## config.mk

```make
export PLATFORM = sky130hd
export DESIGN_NAME = sensor_scan_ctrl
export DESIGN_NICKNAME = d
export VERILOG_FILES = /design/src/rtl/scan_pkg.sv /design/src/rtl/select_decoder.sv /design/src/rtl/sensor_scan_ctrl.sv
export SDC_FILE = /design/constraint.sdc
export NUM_CORES = 1
export LEC_CHECK = 0
export BUFFER_PORTS_ARGS = -buffer_cell sky130_fd_sc_hd__buf_2
export CAP_MARGIN = 20
export CORE_MARGIN = 3
export CORE_UTILIZATION = 45
export DETAILED_ROUTE_END_ITERATION = 12
export HOLD_SLACK_MARGIN = 0.08
export PLACE_DENSITY = 0.7
export SLEW_MARGIN = 30
export SYNTH_ARGS = -nofsm -noshare
export SYNTH_HDL_FRONTEND = slang
export SYNTH_HIERARCHICAL = 1
export SYNTH_SLANG_ARGS = --single-unit
```

## constraint.sdc

```tcl
create_clock -name clk -period 5.04 [get_ports clk]
set_input_delay 0.756 -clock clk [delete_from_list [all_inputs] [get_ports clk]]
set_output_delay 0.756 -clock clk [all_outputs]
set_load 0.02 [all_outputs]
```

## src/rtl/scan_pkg.sv

```systemverilog
// scan_pkg: shared FSM state type and default geometry/timing
// values for the sensor scan sequencer.
package scan_pkg;

  typedef enum logic [2:0] {
    ST_IDLE,
    ST_SETTLE,
    ST_CONVERT,
    ST_OUTPUT,
    ST_ADVANCE
  } scan_state_t;

  localparam int DEF_ROW_W  = 2;
  localparam int DEF_COL_W  = 2;
  localparam int DEF_PIX_W  = 8;
  localparam int DEF_SETTLE = 4;

endpackage

```

## src/rtl/select_decoder.sv

```systemverilog
// select_decoder: W -> 2**W one-cold decoder with enable.
// Ports: i_en (0 forces all ones), i_sel index, o_sel_n one-cold.
module select_decoder #(
  parameter int W = 2
) (
  input  logic            i_en,
  input  logic [W-1:0]    i_sel,
  output logic [2**W-1:0] o_sel_n
);

  always_comb begin
    o_sel_n = '1;
    if (i_en) o_sel_n[i_sel] = 1'b0;
  end

endmodule

```

## src/rtl/sensor_scan_ctrl.sv

```systemverilog
// sensor_scan_ctrl: raster scan sequencer for the pixel array.
// Steps row/col, waits a settle time, fires the ADC, streams samples.
// Ports: clk, reset (async active-low), start; row_sel_n, col_addr,
// adc_start/adc_done/adc_data to the ADC; pix_data/pix_valid/
// pix_ready/pix_last downstream; busy and frame_done status.
module sensor_scan_ctrl
  import scan_pkg::*;
#(
  parameter int ROW_W  = DEF_ROW_W,
  parameter int COL_W  = DEF_COL_W,
  parameter int PIX_W  = DEF_PIX_W,
  parameter int SETTLE = DEF_SETTLE
) (
  input  logic                clk,
  input  logic                reset,
  input  logic                start,
  output logic [2**ROW_W-1:0] row_sel_n,
  output logic [COL_W-1:0]    col_addr,
  output logic                adc_start,
  input  logic                adc_done,
  input  logic [PIX_W-1:0]    adc_data,
  output logic [PIX_W-1:0]    pix_data,
  output logic                pix_valid,
  input  logic                pix_ready,
  output logic                pix_last,
  output logic                busy,
  output logic                frame_done
);

  localparam int CW = $clog2(SETTLE + 1);
  localparam logic [CW-1:0] TC = CW'(SETTLE - 1);

  scan_state_t        r_state;
  logic [ROW_W-1:0]   r_row;
  logic [COL_W-1:0]   r_col;
  logic [CW-1:0]      r_cnt;
  logic [2**ROW_W-1:0] r_row_sel_n;
  logic               r_adc_start;
  logic [PIX_W-1:0]   r_pix_data;
  logic               r_pix_valid;
  logic               r_pix_last;
  logic               r_busy;
  logic               r_frame_done;

  scan_state_t        w_state_nxt;
  logic [ROW_W-1:0]   w_row_nxt;
  logic [COL_W-1:0]   w_col_nxt;
  logic [CW-1:0]      w_cnt_nxt;
  logic               w_adc_start_nxt;
  logic [PIX_W-1:0]   w_pix_data_nxt;
  logic               w_pix_valid_nxt;
  logic               w_pix_last_nxt;
  logic               w_frame_done_nxt;
  logic               w_at_end;
  logic               w_sel_en;
  logic [2**ROW_W-1:0] w_sel_n;

  assign w_at_end = (&r_row) & (&r_col);

  always_comb begin
    w_state_nxt      = r_state;
    w_row_nxt        = r_row;
    w_col_nxt        = r_col;
    w_cnt_nxt        = r_cnt;
    w_adc_start_nxt  = 1'b0;
    w_pix_data_nxt   = r_pix_data;
    w_pix_valid_nxt  = 1'b0;
    w_pix_last_nxt   = 1'b0;
    w_frame_done_nxt = 1'b0;
    unique case (r_state)
      ST_IDLE: begin
        if (start) begin
          w_row_nxt   = '0;
          w_col_nxt   = '0;
          w_cnt_nxt   = '0;
          w_state_nxt = ST_SETTLE;
        end
      end
      ST_SETTLE: begin
        if (r_cnt == TC) begin
          w_cnt_nxt       = '0;
          w_adc_start_nxt = 1'b1;
          w_state_nxt     = ST_CONVERT;
        end else begin
          w_cnt_nxt = r_cnt + 1'b1;
        end
      end
      ST_CONVERT: begin
        if (adc_done) begin
          w_pix_data_nxt  = adc_data;
          w_pix_valid_nxt = 1'b1;
          w_pix_last_nxt  = w_at_end;
          w_state_nxt     = ST_OUTPUT;
        end
      end
      ST_OUTPUT: begin
        w_pix_valid_nxt = 1'b1;
        w_pix_last_nxt  = r_pix_last;
        if (pix_ready) begin
          w_pix_valid_nxt = 1'b0;
          w_pix_last_nxt  = 1'b0;
          if (r_pix_last) begin
            w_frame_done_nxt = 1'b1;
            w_state_nxt      = ST_IDLE;
          end else begin
            w_state_nxt = ST_ADVANCE;
          end
        end
      end
      ST_ADVANCE: begin
        // column is the fast index; row steps on column wrap
        w_col_nxt = r_col + 1'b1;
        if (&r_col) w_row_nxt = r_row + 1'b1;
        w_cnt_nxt   = '0;
        w_state_nxt = ST_SETTLE;
      end
      default: w_state_nxt = ST_IDLE;
    endcase
  end

  // decode the next row so the select lines come straight from a flop
  assign w_sel_en = (w_state_nxt != ST_IDLE);

  select_decoder #(
    .W(ROW_W)
  ) u_row_dec (
    .i_en   (w_sel_en),
    .i_sel  (w_row_nxt),
    .o_sel_n(w_sel_n)
  );

  always_ff @(posedge clk or negedge reset) begin
    if (!reset) begin
      r_state      <= ST_IDLE;
      r_row        <= '0;
      r_col        <= '0;
      r_cnt        <= '0;
      r_row_sel_n  <= '1;
      r_adc_start  <= 1'b0;
      r_pix_data   <= '0;
      r_pix_valid  <= 1'b0;
      r_pix_last   <= 1'b0;
      r_busy       <= 1'b0;
      r_frame_done <= 1'b0;
    end else begin
      r_state      <= w_state_nxt;
      r_row        <= w_row_nxt;
      r_col        <= w_col_nxt;
      r_cnt        <= w_cnt_nxt;
      r_row_sel_n  <= w_sel_n;
      r_adc_start  <= w_adc_start_nxt;
      r_pix_data   <= w_pix_data_nxt;
      r_pix_valid  <= w_pix_valid_nxt;
      r_pix_last   <= w_pix_last_nxt;
      r_busy       <= w_sel_en;
      r_frame_done <= w_frame_done_nxt;
    end
  end

  assign row_sel_n  = r_row_sel_n;
  assign col_addr   = r_col;
  assign adc_start  = r_adc_start;
  assign pix_data   = r_pix_data;
  assign pix_valid  = r_pix_valid;
  assign pix_last   = r_pix_last;
  assign busy       = r_busy;
  assign frame_done = r_frame_done;

endmodule

```

==> results.toml, run 1 <==
[outcome]
outcome = "finished clean"

[critical_path]
critPathLaunchType = "flip-flop"
r2r_slack_ns = 3.18
path_class = "flip-flop to flip-flop"
endpoint_kind = "flip-flop"
critPathArrivalTime_ns = 2.11
timing.rr.end = "row_sel_n[0]"
reg2reg_from = "r_state[0]"
required_ns = 5.29
r2r_cells = 5
crit_fanout = 13

[floorplan]
die_w_um = 56.7
fp.dieH_um = 56.7
initial_core_util_pct = 49.9
die-area_um2 = 3220
row_count = 17
boundaryPins = 32
core_area_um2 = 2320

[detailed_routing]
first_pass_iters = 4
ant_nets = 0
wl_um = 2080
drc_errors = 0
drt_iter0_markers = 15
wl_per_cell_um = 13.9
viasPerCell = 5.52
routed-via-count = 822

[timing]
tns_ns = 0
layout_min_cycle_time_ns = 1.86
finalClockSkew_ns = 0.0109
hold_violations = 0
worstMarginPinSlew_ns = 0.576
slew_headroom_pct = 61.6
rsz0062_at_grt = "false"
finalSetupViolCount = 0
timing.fmax_mhz = 539
fin_ws_ns = 3.18
drv_slew = 0
fin_crit_sh_pct = 36.8

[pwr]
leakagePower_nw = 0.682
peakVddDrop_uv = 283
powerDensity_nw_per_um2 = 529
p_total_mw = 0.717

[global_routing]
grt_pass1_wl_um = 3730
antenna_found_initial = 0
grtUsageTotal_pct = 14.5
first_global_vias = 806
grt_overflow_total = 0
grt_max_degree = 28

[placement]
placed_cell_area_um2 = 1330
hpwl_um = 1540
portBuffers = 31
dp.cells = 145
post-place-ws_ns = 2.94
gp_congestion = 0.780

[clock_tree]
hold_buffers = 0
cts_resized = 0
numCtsBuffers = 3
clock_latency_ns = 0.32
root_buffer = "clkbuf_4"
clkTransAtPathRegs_ns = 0.15
cts_setup_buffers = 0
cts.sinks = 27
ctsHtreeMaxLevel = 1
cts_buffer_depth = 2
cts_tree = "yes"

[yosys]
synth_edf_count = 0
ys_async_sr_fraction_pct = 100
muxShareOfSynthArea_pct = 9.73
synth_area_per_cell_um2 = 13.0
ys_ff_latch = 27
synth_xor_area_share_pct = 0
synthAdderAreaFrac_pct = 3.24
yosysSeqAreaShare_pct = 58.8
synth_top_family_by_area = "simple AND/OR/NAND/NOR gates"
synthFlopType = "dfrtp_1"
yosysWarnings = 6
ys_types = 33
syn_inst = 89
syn-num-nets = 105
synthSimpleGateAreaFrac_pct = 14.3
synth_area_um2 = 1160
synth_compound_area_share_pct = 11.2

[final_layout]
layout.nets = 138
area_delta_synth_final_pct = 17.1
fin_cells = 149
diodes = 0
fin_area_um2 = 1360
drive_gt1_share_pct = 43.8

[min_path]
hp-class = "primary input to async pin"

[run]
maxCapViolCount = 0
power by group:
group          switching, mW  internal (mW)
combinational          0.162          0.128
sequential            0.0523          0.282
clock                 0.0621         0.0297
total                  0.277          0.440
cells in the mapped netlist (3+ instances only):
| cell type | number | area share, % |
|---|---|---|
| ha_1 | 3 | 3.2 |
| inv_1 | 3 | 0.97 |
| nor2_1 | 4 | 1.3 |
| o21ai_0 | 4 | 1.7 |
| nand3_1 | 4 | 1.7 |
| dfstp_2 | 4 | 9.1 |
| a22o_1 | 5 | 3.8 |
| mux2_2 | 10 | 9.7 |
| dfrtp_1 | 23 | 50 |
how the worst max path moves through the flow:
| stage | from | depth (start not counted) | to | slack [ns] |
|---|---|---|---|---|
| floorplan | adc_done | 5 | row_sel_n[0] | 3.14 |
| global placement | adc_done | 6 | row_sel_n[0] | 2.99 |
| detailed placement | adc_done | 6 | row_sel_n[0] | 2.94 |
| CTS | r_state[0] | 5 | row_sel_n[0] | 3.17 |
| global route | r_state[0] | 4 | row_sel_n[0] | 3.03 |
| finish | r_state[0] | 5 | row_sel_n[0] | 3.18 |
layout make-up:
cell class                      count  area [µm²]
Clock buffer                        3        22.5
Clock inverter                      1        5.00
Fill cell                         209         963
Inverter                            3        11.3
Multi-Input combinational cell     56         445
Sequential cell                    27         681
Tap cell                           28        35.0
Timing Repair Buffer               31         155
cells in the final DEF, fill, tap and decap left out, types with 3 or more instances in the layout:
cell type | synthesis | routed
dfrtp_1 | 23 | 23
mux2_2 | 10 | 10
nand3_1 | 4 | 4
ha_1 | 3 | 3
inv_1 | 3 | 3
a22o_1 | 5 | 5
buf_2 | 1 | 31
clkbuf_4 | 0 | 3
dfstp_2 | 4 | 4
o21ai_0 | 4 | 4
nor2_1 | 4 | 4
per-stage QoR:
| step | hold WS [ns] | util (%) |
|---|---|---|
| floorplan | 0.450 | - |
| global placement | 0.465 | 57.3 |
| detailed placement | 0.473 | 57.3 |
| CTS | 0.423 | 58.4 |
| global route | 0.433 | 58.4 |
| finish | 0.402 | 58.4 |
flip-flops by register name, summed over array words and instances, names as in the netlist:
signal,flops
busy,1
pix_valid,1
r_cnt,3
row_sel_n,4
r_state,3
col_addr,2
pix_last,1
frame_done,1
r_row,2
pix_data,8
adc_start,1
worst max-delay path: stages, from the launching register on:
cell     delay [ns]
dfrtp_1        0.54
or2b_2         0.41
a21oi_2        0.17
a21o_1         0.12
or3_1          0.19
or3b_1         0.36
kinds of logic (layout without fill, tap and decap cells):
logic type	count (synthesis)	in the layout
adder cells (fa/ha/maj)	3	3
buffers and inverters	6	38
flip-flops	27	27
AND/OR/NAND/NOR	25	25
multiplexers	10	10
AO/OA/AOI/OAI	18	18
per-layer routing:
layer	GRT usage (%)	wire, µm	vias up
met5	0	0	-
met4	3.05	16	0
met3	4.37	165	2
met2	21.9	987	27
met1	20.5	906	408
li1	-	-	385
(Power assumes the default switching activity.)
==> inputs of run 2 (changes only) <==
--- a/config.mk
+++ b/config.mk
@@ -11,7 +11,7 @@
 export CORE_UTILIZATION = 45
 export DETAILED_ROUTE_END_ITERATION = 12
 export HOLD_SLACK_MARGIN = 0.08
-export PLACE_DENSITY = 0.7
+export PLACE_DENSITY = 0.73
 export SLEW_MARGIN = 30
 export SYNTH_ARGS = -nofsm -noshare
 export SYNTH_HDL_FRONTEND = slang
==> constraint.sdc (replaced) <==
create_clock -name clk -period 1.6 [get_ports clk]
set_input_delay 0.24 -clock clk [delete_from_list [all_inputs] [get_ports clk]]
set_output_delay 0.24 -clock clk [all_outputs]
set_load 0.02 [all_outputs]
==> run 2 against run 1 <==
The flow now finishes with violations (negative setup slack). Design area is 13% higher. Via count is 8.8% higher. Non-clock buffer count is 16 higher. Sequential cell count stayed put. Largest cell class unchanged. Highest routed layer unchanged.
==> results.toml, run 2 (synthesis gave the netlist of run 1 again) <==
[outcome]
outcome = "complete, but fails checks"
violations = "negative setup slack"

[timing]
finalSetupViolCount = 2
fin_crit_sh_pct = 103
timing.fmax_mhz = 606
hold_violations = 0
rsz0062_at_grt = "true"
tns_ns = -0.0528
slew_headroom_pct = 61.4
layout_min_cycle_time_ns = 1.65
fin_ws_ns = -0.0494
finalClockSkew_ns = 0.0126
worstMarginPinSlew_ns = 0.579
drv_slew = 0

[final_layout]
fin_area_um2 = 1530
drive_gt1_share_pct = 57.7
layout_common_cells = "buf_2, dfrtp_1, buf_4"
layout.nets = 154
area_delta_synth_final_pct = 32.5
final_common_cell = "buf_2"
largest_reg_flops = 8
diodes = 0
fillers = 187

[critical_path]
crit_slowest_cell = "dfrtp_1"
critPathBufInv = 0
critPathLaunchType = "flip-flop"
path_class = "flip-flop to flip-flop"
r2r_cells = 6
cp_top_family = "simple AND/OR/NAND/NOR gates"
crit_fanout = 5
cp_num_cells = 6
critPathArrivalTime_ns = 1.91
required_ns = 1.86
endpoint_kind = "flip-flop"
max_stage_delay_ns = 0.38
crit_chain = "ha_2 -> and2b_2 -> a21oi_2 -> a311oi_2 -> or3_4 -> or3b_1"

[placement]
gp_congestion = 0.892
portBuffers = 31
placed_cell_area_um2 = 1440
hpwl_um = 1700

[min_path]
hp-class = "primary input to flip-flop"
hold_path_depth = 2

[clock_tree]
cts_tree = "yes"
root_buffer = "clkbuf_4"
cts.sinks = 27
clock_latency_ns = 0.33
numCtsBuffers = 3
ctsHtreeMaxLevel = 1
clkTransAtPathRegs_ns = 0.15
cts_buffer_depth = 2

[global_routing]
grt_overflow_total = 0
first_global_vias = 906
grtUsageTotal_pct = 16.4
antenna_found_initial = 0
grt_pass1_wl_um = 4050
grt_max_degree = 28

[pwr]
powerDensity_nw_per_um2 = 1670
peakVddDrop_uv = 1030
leakagePower_nw = 0.758

[floorplan]
die_w_um = 56.7
boundaryPins = 32
core_area_um2 = 2320
initial_core_util_pct = 49.9
die-area_um2 = 3220
fp.dieH_um = 56.7
row_count = 17

[detailed_routing]
drc_errors = 0
ant_nets = 0
viasPerCell = 5.42
first_pass_iters = 4
wl_um = 2410
drt_iter0_markers = 13
routed-via-count = 894
wl_per_cell_um = 14.6

[run]
maxCapViolCount = 0
==> run 2: changes by cell type in the layout (fill, tap and decap cells not counted), sizes merged <==
cell,delta
buf,+15
clkinv,-1
clkinvlp,+1
dlygate4sd3,+1
==> run 2: layer usage <==
metal  track usage, %  part of all wire (%)
met5                0                     0
met4             10.5                   2.2
met3             3.91                   6.3
met2             25.6                    48
met1             20.0                    43
==> run 2: cell type report <==
class | instances | area, µm² | share of cell area (%)
tap | 28 | 35.0 | 2.28
clock inverter | 1 | 7.51 | 0.489
sequential | 27 | 683 | 44.5
inverter | 3 | 11.3 | 0.734
multi-input combinational | 56 | 497 | 32.4
clock buffer | 3 | 22.5 | 1.47
timing repair buffer | 47 | 278 | 18.1
==> run 2: worst reg2reg max path: stages (launching register included) <==
cell,delay (ns)
dfrtp_1,0.38
ha_2,0.18
and2b_2,0.19
a21oi_2,0.06
a311oi_2,0.23
or3_4,0.20
or3b_1,0.34
==> run 2: power breakdown <==
part / switching [mW] / total, mW / internal, mW
clock: 0.206 / 0.302 / 0.0958
combinational: 0.666 / 1.26 / 0.596
sequential: 0.104 / 0.994 / 0.890
total: 0.976 / 2.56 / 1.58
==> run 2: metrics by stage <==
step | instances | total power [mW] | hold slack (ns) | util [%] | setup WS (ns)
2_1_floorplan | 89 | 1.76 | -0.0556 | - | 0.0151
3_3_place_gp | 158 | 2.12 | 0.266 | 62.1 | -0.0173
3_5_place_dp | 158 | 2.16 | 0.273 | 62.1 | -0.0502
4_1_cts | 164 | 2.53 | 0.124 | 65.2 | -0.0253
5_1_grt | 165 | 2.72 | 0.107 | 66.2 | -0.134
6_report | 165 | 2.56 | 0.140 | 66.2 | -0.0494
==> run 2: final timing paths <==
| check | start | to | slack (ns) |
|---|---|---|---|
| max | r_cnt[1] | row_sel_n[0] | -0.05 |
| min reg2reg | pix_data[6] | pix_data[6] | 0.52 |
| max reg2reg | r_cnt[1] | row_sel_n[0] | -0.05 |
| min in group asynchronous | reset | adc_start | 0.41 |
| max in group asynchronous | reset | col_addr[1] | 0.78 |
| min | adc_data[6] | pix_data[6] | 0.14 |
==> run 2: timing repair <==
action	4_1_cts	5_1_grt
endpoints found under the hold margin	23	0
setup buffers	1	1
resized for setup	6	2
setup endpoints to repair	4	4
hold buffers	1	0
pin swaps	3	1
==> inputs of run 3 (changes only) <==
--- a/config.mk
+++ b/config.mk
@@ -8,10 +8,9 @@
 export BUFFER_PORTS_ARGS = -buffer_cell sky130_fd_sc_hd__buf_2
 export CAP_MARGIN = 20
 export CORE_MARGIN = 3
-export CORE_UTILIZATION = 45
+export CORE_UTILIZATION = 30
 export DETAILED_ROUTE_END_ITERATION = 12
 export HOLD_SLACK_MARGIN = 0.08
-export PLACE_DENSITY = 0.73
 export SLEW_MARGIN = 30
 export SYNTH_ARGS = -nofsm -noshare
 export SYNTH_HDL_FRONTEND = slang
==> run 3 against run 2 <==
The run still ends with negative setup slack left. Cell count increased by 19%. Clock power increased by 26%. Register-to-register slack got worse by 0.03 ns. Global-route usage decreased by 5.3 points. Sequential cell count unchanged. Largest cell class unchanged. Design area increased by 9.4%.
==> results.toml, run 3 (synthesis gave the netlist of run 1 again) <==
[detailed_routing]
drt_iter0_markers = 32
viasPerCell = 4.75
first_pass_iters = 4
ant_nets = 0
routed-via-count = 931
wl_um = 2580
wl_per_cell_um = 13.2
drc_errors = 0

[final_layout]
largest_reg_flops = 8
final_common_cell = "buf_2"
multi_input_area_um2 = 504
layout.nets = 167
area_delta_synth_final_pct = 45.0
ff_latch_area_um2 = 684
fillers = 350
drive_gt1_share_pct = 61.3
layout_common_cells = "buf_2, buf_4, dfrtp_1"
diodes = 0

[clock_tree]
ctsHtreeMaxLevel = 1
cts_tree = "yes"
clock_latency_ns = 0.27
cts.sinks = 27
clkTransAtPathRegs_ns = 0.09
cts_buffer_depth = 2
root_buffer = "clkbuf_8"
numCtsBuffers = 3

[critical_path]
crit_fanout = 3
required_ns = 1.79
critPathArrivalTime_ns = 1.88
critPathLaunchType = "flip-flop"
endpoint_kind = "flip-flop"
path_class = "flip-flop to flip-flop"

[timing]
rsz0062_at_grt = "true"
worstMarginPinSlew_ns = 0.574
timing.fmax_mhz = 595
fin_ws_ns = -0.0820
hold_violations = 0
finalClockSkew_ns = 0.00288
finalSetupViolCount = 5
fin_crit_sh_pct = 105
layout_min_cycle_time_ns = 1.68
slew_headroom_pct = 61.7
drv_slew = 0

[placement]
hpwl_um = 1760
portBuffers = 31
gp_congestion = 0.798
post-place-ws_ns = -0.0580

[floorplan]
core_area_um2 = 3520
row_count = 21
die-area_um2 = 4640
boundaryPins = 32
die_w_um = 68.1
fp.dieH_um = 68.1
initial_core_util_pct = 32.9

[run]
maxCapViolCount = 0

[pwr]
p_total_mw = 2.88
powerDensity_nw_per_um2 = 1720
leakagePower_nw = 0.825
peakVddDrop_uv = 981

[global_routing]
first_global_vias = 914
grt_overflow_total = 0
antenna_found_initial = 0
grtUsageTotal_pct = 11.0
grt_max_degree = 28
grt_pass1_wl_um = 3880

[outcome]
outcome = "complete, but fails checks"
violations = "negative setup slack"

[min_path]
hp-class = "primary input to flip-flop"
-- run 3: final cells by class --
| type | count | area share (%) |
|---|---|---|
| clock inverter | 1 | 0.447 |
| clock buffer | 3 | 2.46 |
| multi-input combinational | 57 | 30.1 |
| sequential | 27 | 40.8 |
| tap | 46 | 3.43 |
| timing repair buffer | 59 | 22.1 |
| inverter | 3 | 0.671 |
-- run 3: final timing paths --
kind	startpoint	to	slack, ns	cells past startpoint
max	r_cnt[1]	row_sel_n[0]	-0.08	6
min reg2reg	r_cnt[2]	r_cnt[2]	0.50	1
min in group asynchronous	reset	adc_start	0.50	2
max in group asynchronous	reset	col_addr[1]	0.69	2
min	adc_data[7]	pix_data[7]	0.20	2
max reg2reg	r_cnt[1]	row_sel_n[0]	-0.08	6
-- run 3: repair_timing --
action                                  in CTS  in global routing
hold endpoints to repair                    23                  0
cloned                                       0                  1
pin swaps                                    0                  6
endpoints found under the setup margin      13                 15
setup buffers                                3                  6
resized for setup                            7                  3
hold buffers                                 1                  0
-- run 3: critical path, cell delays in order, from the launching register on --
cell and delay [ns]:
dfrtp_1 0.37, ha_2 0.18, and2b_2 0.18, a21oi_2 0.06
a311oi_2 0.30, or3_4 0.19, or3b_1 0.34
-- run 3: per-stage QoR --
stage	util, %	instance area (µm²)	hold WS, ns	setup TNS (ns)	cells
global placement	42.6	1500	0.263	-0.0120	181
finish	47.7	1680	0.202	-0.226	196
global route	47.7	1680	0.197	-0.555	196
CTS	45.6	1610	0.193	-0.0369	189
detailed placement	42.6	1500	0.270	-0.161	181
floorplan	-	1170	-0.0556	0	89
-- run 3: per-layer routing --
layer / GRT usage (%) / wire length (µm)
met1: 12.9 / 1130
met3: 3.12 / 177
met5: 0 / 0
met2: 20.1 / 1270
met4: 1.99 / 11
-- run 3: power breakdown --
| part | switching [mW] | internal, mW | leakage [nW] |
|---|---|---|---|
| sequential | 0.135 | 0.894 | 0.334 |
| combinational | 0.703 | 0.765 | 0.470 |
| clock | 0.205 | 0.176 | 0.0217 |
